===== src/rtl/div_seq_pkg.sv =====
// div_seq_pkg: shared multdiv state encoding, width default, INT_MIN and result-ready pulse polarity
package div_seq_pkg;
    localparam int WIDTH_DEF = 32;
    localparam logic [WIDTH_DEF-1:0] INT_MIN = {1'b1, {(WIDTH_DEF-1){1'b0}}};
    localparam logic RDY_ACTIVE = 1'b1;
    typedef enum logic [1:0] {IDLE = 2'd0, RUN = 2'd1, FIX = 2'd2, DONE = 2'd3} state_t;
endpackage


===== src/rtl/div_addsub.sv =====
// div_addsub: N-bit a-b built from 8-bit carry-lookahead groups (a, b in; diff, no_borrow out)
module div_addsub #(
    parameter int N = 33
) (
    input  logic [N-1:0] a,
    input  logic [N-1:0] b,
    output logic [N-1:0] diff,
    output logic         no_borrow
);
    logic [N-1:0] g, p, c;
    logic cin, gg, pp;
    assign g = a & ~b;
    assign p = a ^ ~b;
    always_comb begin
        c = '0;
        cin = 1'b1;
        gg = 1'b0;
        pp = 1'b1;
        for (int i = 0; i < N; i++) begin
            c[i] = gg | (pp & cin);
            gg = g[i] | (p[i] & gg);
            pp = pp & p[i];
            if (i % 8 == 7 || i == N - 1) begin
                cin = gg | (pp & cin);
                gg = 1'b0;
                pp = 1'b1;
            end
        end
    end
    assign diff = p ^ c;
    assign no_borrow = cin;
endmodule


===== src/rtl/div_seq.sv =====
// div_seq: restoring signed divider (clock, reset, ctrl_DIV, operandA/B in; result, remainder, exception, resultRDY out)
module div_seq
    import div_seq_pkg::*;
#(
    parameter int WIDTH = WIDTH_DEF,
    parameter int CNT_W = 6
) (
    input  logic             clock,
    input  logic             reset,
    input  logic             ctrl_DIV,
    input  logic [WIDTH-1:0] data_operandA,
    input  logic [WIDTH-1:0] data_operandB,
    output logic [WIDTH-1:0] data_result,
    output logic [WIDTH-1:0] data_remainder,
    output logic             data_exception,
    output logic             data_resultRDY
);
    localparam logic [WIDTH-1:0] min_val = {INT_MIN[WIDTH_DEF-1], {(WIDTH-1){1'b0}}};
    state_t state, state_n;
    logic [CNT_W-1:0] cnt;
    logic [WIDTH-1:0] q, abs_a, abs_b, neg_q;
    logic [WIDTH:0] r, d, r_sh, sub_a, sub_b, diff;
    logic sign_q, sign_r, ovf, b_zero, no_borrow, nb_unused;
    assign abs_a = data_operandA[WIDTH-1] ? -data_operandA : data_operandA;
    assign abs_b = data_operandB[WIDTH-1] ? -data_operandB : data_operandB;
    assign b_zero = data_operandB == '0;
    assign r_sh = {r[WIDTH-1:0], q[WIDTH-1]};
    assign sub_a = state == FIX ? '0 : r_sh;
    assign sub_b = state == FIX ? r : d;
    assign data_resultRDY = state == DONE ? RDY_ACTIVE : ~RDY_ACTIVE;
    div_addsub #(.N(WIDTH + 1)) u_sub (
        .a(sub_a),
        .b(sub_b),
        .diff(diff),
        .no_borrow(no_borrow)
    );
    div_addsub #(.N(WIDTH)) u_neg (
        .a('0),
        .b(q),
        .diff(neg_q),
        .no_borrow(nb_unused)
    );
    always_comb begin
        state_n = ctrl_DIV ? (b_zero ? DONE : RUN)
                : state == RUN ? (cnt == CNT_W'(1) ? FIX : RUN)
                : state == FIX ? DONE : IDLE;
    end
    always_ff @(posedge clock or posedge reset) begin
        if (reset) state <= IDLE;
        else state <= state_n;
    end
    always_ff @(posedge clock or posedge reset) begin
        if (reset) begin
            cnt <= '0;
            q <= '0;
            r <= '0;
            d <= '0;
            sign_q <= 1'b0;
            sign_r <= 1'b0;
            ovf <= 1'b0;
            data_result <= '0;
            data_remainder <= '0;
            data_exception <= 1'b0;
        end else if (ctrl_DIV) begin
            cnt <= CNT_W'(WIDTH);
            q <= abs_a;
            r <= '0;
            d <= {1'b0, abs_b};
            sign_q <= data_operandA[WIDTH-1] ^ data_operandB[WIDTH-1];
            sign_r <= data_operandA[WIDTH-1];
            ovf <= data_operandA == min_val && &data_operandB;
            if (b_zero) begin
                data_result <= '0;
                data_remainder <= '0;
                data_exception <= 1'b1;
            end
        end else if (state == RUN) begin
            cnt <= cnt - CNT_W'(1);
            q <= {q[WIDTH-2:0], no_borrow};
            r <= no_borrow ? diff : r_sh;
        end else if (state == FIX) begin
            data_result <= ovf ? min_val : sign_q ? neg_q : q;
            data_remainder <= ovf ? '0 : sign_r ? diff[WIDTH-1:0] : r[WIDTH-1:0];
            data_exception <= ovf;
        end
    end
endmodule


===== config.mk =====
export PLATFORM = sky130hd
export DESIGN_NAME = div_seq
export DESIGN_NICKNAME = d
export VERILOG_FILES = /design/src/rtl/div_seq_pkg.sv /design/src/rtl/div_addsub.sv /design/src/rtl/div_seq.sv
export SDC_FILE = /design/constraint.sdc
export NUM_CORES = 1
export LEC_CHECK = 0
export BUFFER_PORTS_ARGS = -buffer_cell sky130_fd_sc_hd__buf_2
export CORE_ASPECT_RATIO = 2
export CORE_MARGIN = 2
export CORE_UTILIZATION = 30
export DETAILED_ROUTE_END_ITERATION = 7
export PLACE_DENSITY = 0.49
export SYNTH_ARGS = -nofsm -noshare
export SYNTH_HDL_FRONTEND = slang
export SYNTH_SLANG_ARGS = --single-unit

===== constraint.sdc =====
create_clock -name clock -period 5.5 [get_ports clock]
set_input_delay 0.825 -clock clock [delete_from_list [all_inputs] [get_ports clock]]
set_output_delay 0.825 -clock clock [all_outputs]
set_load 0.05 [all_outputs]

==> results.py <==
metrics = {
    "timing": {
        "fin_skew_ps": 8.951,
        "finalSetupViolations": 0,
        "fin_hold_ws_ps": 313.5,
        "timing.setup.tns_ps": 0,
        "worst_pin_slew_ps": 882.7,
        "slew_viol_final": 0,
        "hold_viol": 0,
        "grt_setup_unrepaired": "no",
        "timing.slew.headroom": 0.4116,
        "layout_min_cycle_time_ps": 4953,
        "fmax_ghz": 0.2019,
        "final.period_utilization": 0.9006,
    },
    "logic_synthesis": {
        "async_reset_ff_frac": 1.000,
        "synth_commonest_cells": "173 x dfrtp_1, 172 x nand2_1, 108 x nor2_1, 104 x o21ai_0, 82 x mux2i_1",
        "yosysWarnings": 0,
        "netlist.area_leader.share": 0.3844,
        "ys_seq_area_frac": 0.3844,
        "netlist_area_sq_um": 11260,
        "syn-instance-count": 1282,
        "synth.largest_area_cell": "dfrtp_1",
        "syn_area_per_cell_sq_um": 8.786,
        "synth_ff_type": "dfrtp_1",
        "synth_area_leaders": "dfrtp_1 38%, mux2i_1 7.3%, nand2_1 5.7%",
        "synth_cell_types": 61,
        "syn_nets": 1401,
        "synth_edf_count": 0,
        "synth_seq_cells": 173,
        "yosysMostFrequentCell": "dfrtp_1",
    },
    "grt": {
        "grt_max_degree": 119,
        "grt_antenna_before_repair": 0,
        "grt_use_total": 0.1689,
        "overflow": 0,
        "grt_pass1_wl_mm": 52.15,
        "grt_pass1_vias": 9485,
    },
    "layout": {
        "fin_util": 0.3488,
        "fillCellCount": 3894,
        "final_cells": 1844,
        "diodes": 0,
        "drive_gt1_frac": 0.1495,
        "regArea_sq_um": 4329,
        "area_growth_syn_to_layout_pct": 15.06,
        "nets": 1491,
        "multiInputGateArea_sq_um": 6528,
    },
    "clocking": {
        "cts_tree": "built",
        "cts_setup_buffers": 0,
        "clock-sinks": 173,
        "clk_latency_ps": 450,
        "numCtsBuffers": 17,
        "path_clk_slew_ps": 70,
        "cts_root_buf": "clkbuf_16",
        "clockBufferDepth": 2,
        "ctsHoldBuffers": 0,
        "cts_max_level": 4,
    },
    "critical_path": {
        "slowest_stage": "dfrtp_1",
        "path_class": "flip-flop to flip-flop",
        "timing.critical_path.buf_inv": 2,
        "worstPathArrival_ps": 5330,
        "critical_path.max_fanout": 31,
        "crit_chain": "nand2b_4, buf_4, mux2i_1, ha_1, and2_1, a221o_1, a21o_1, a21o_1, o2111ai_1, a21oi_1, o21a_1, o21ai_0, nand2b_1, ha_1, a21o_1, buf_12, a311oi_1, a21oi_1, a311o_1, a21oi_1",
        "required_ps": 5870,
        "crit_family": "compound AO/OA/AOI/OAI gates",
        "start_kind": "flip-flop",
        "crit_path_end_kind": "flip-flop",
        "max_stage_delay_ps": 430,
    },
    "routing": {
        "drcViolationCount": 0,
        "finalWirelength_mm": 32.64,
        "antenna_left": 0,
        "via_count": 9526,
        "detail_route.iter0.violations": 406,
        "wl_per_cell_microns": 17.70,
        "drtPass1Iterations": 5,
        "via_per_inst": 5.166,
    },
    "placement": {
        "port_buffers": 132,
        "dpl.cell_count": 1812,
        "hpwl_mm": 23.90,
        "place_congestion": 0.8721,
    },
    "power": {
        "netSwitchingFraction": 0.4123,
        "p_seq_frac": 0.346,
        "p_switching_mw": 2.075,
        "powerDensity_nw_per_um2": 388.3,
        "internal-power_mw": 2.957,
        "combinationalPowerShare": 0.419,
        "clockPowerShare": 0.236,
        "totalPowerFinal_mw": 5.032,
        "max-vdd-ir-drop_mv": 0.1412,
        "leakage_nw": 5.957,
    },
    "status": {
        "outcome": "complete, no violations",
    },
    "floorplanning": {
        "start_util": 0.3031,
        "fp.dieW_microns": 141.0,
        "die_area_sq_um": 39200,
        "rows": 100,
        "die_h_microns": 278.0,
        "ios": 133,
        "core-area_sq_um": 37160,
    },
    "job": {
        "cap_violations": 0,
    },
    "min_path": {
        "hold_path_class": "primary input to asynchronous set/reset pin",
    },
}
[registers in the layout (all words and copies together) (netlist names)]
register and flops:
data_result 32, cnt 6, sign_r 1, data_remainder 32, d 32, sign_q 1, q 32, data_exception 1
state 2, r 33, ovf 1
[cell families (layout without fill, tap and decap cells)]
kind of cell	count (synthesis)	count (layout)	share of synthesized area
DFF	173	173	0.3844
AOI/OAI and AO/OA	324	324	0.1806
xor gates and xnor gates	104	104	0.08087
and+or+nand+nor	429	429	0.1801
adders and majority gates	52	52	0.05976
muxes	84	84	0.07487
buffers and inverters	116	219	0.03944
[power groups by stage]
stage | clock network (mW) | logic [mW] | registers, mW
6_report | 1.19 | 2.11 | 1.74
5_1_grt | 1.28 | 2.35 | 1.77
4_1_cts | 1.23 | 2.12 | 1.74
3_5_place_dp | 0 | 2.12 | 1.76
3_3_place_gp | 0 | 2.08 | 1.76
2_1_floorplan | 0 | 1.43 | 1.82
[metrics by stage]
step / cell area (sq um) / setup WS [ps]
floorplan: 11270 / 542.7
global placement: 12390 / 474.9
detailed placement: 12390 / 375.8
CTS: 12950 / 369.3
global route: 12960 / 108.9
finish: 12960 / 546.8
[final timing paths]
kind	to	slack (ps)	depth (start not counted)	from
min reg2reg	data_result[20]$_DFFE_PP0P_	470	2	data_result[20]$_DFFE_PP0P_
max in group asynchronous	data_remainder[22]$_DFFE_PP0P_	4220	3	reset
max reg2reg	r[31]$_DFFE_PP0P_	550	20	state[0]$_DFF_PP0_
min	data_remainder[11]$_DFFE_PP0P_	310	2	reset
max	r[31]$_DFFE_PP0P_	550	20	state[0]$_DFF_PP0_
min in group clock	data_result[20]$_DFFE_PP0P_	470	2	data_result[20]$_DFFE_PP0P_
[worst register-to-register path: stages (launching register included)]
cell	delay (ps)
dfrtp_1	430
nand2b_4	320
buf_4	420
mux2i_1	240
ha_1	280
and2_1	200
a221o_1	350
a21o_1	180
a21o_1	210
o2111ai_1	340
a21oi_1	140
o21a_1	220
o21ai_0	160
nand2b_1	80
ha_1	200
a21o_1	200
buf_12	170
a311oi_1	270
a21oi_1	60
a311o_1	320
a21oi_1	120
[final cells by class]
type / count / share of cell area
clock inverters: 13 / 0.008979
clock buffers: 19 / 0.03418
well taps: 459 / 0.04431
inverters: 36 / 0.01072
repair buffers: 151 / 0.06411
flip-flops and latches: 173 / 0.3340
multi-input cells: 993 / 0.5037
[routing by layer]
layer | routed length, microns | track usage | vias to the layer above
met3 | 1086 | 0.02650 | 33
met4 | 619 | 0.05436 | 0
met5 | 0 | 0 | -
met1 | 13340 | 0.1916 | 4571
met2 | 17590 | 0.3186 | 205
li1 | - | - | 4717
[repair_timing]
| action | 4_1_cts | 5_1_grt |
|---|---|---|
| endpoints found under the setup margin | 0 | 1 |
| hold endpoints to repair | 0 | 0 |
| gates resized for setup | 0 | 3 |
[cell usage in the layout (no fill, tap or decap), types with 23 or more instances in the layout]
cell and n:
a211oi_1 23, a21oi_1 76, and2_1 38, buf_2 131, dfrtp_1 173, ha_1 49
inv_1 35, mux2i_1 82, nand2_1 172, nor2_1 107, o21ai_0 103, o31ai_1 43
xnor2_1 42, xor2_1 62
(Power assumes the default switching activity.)
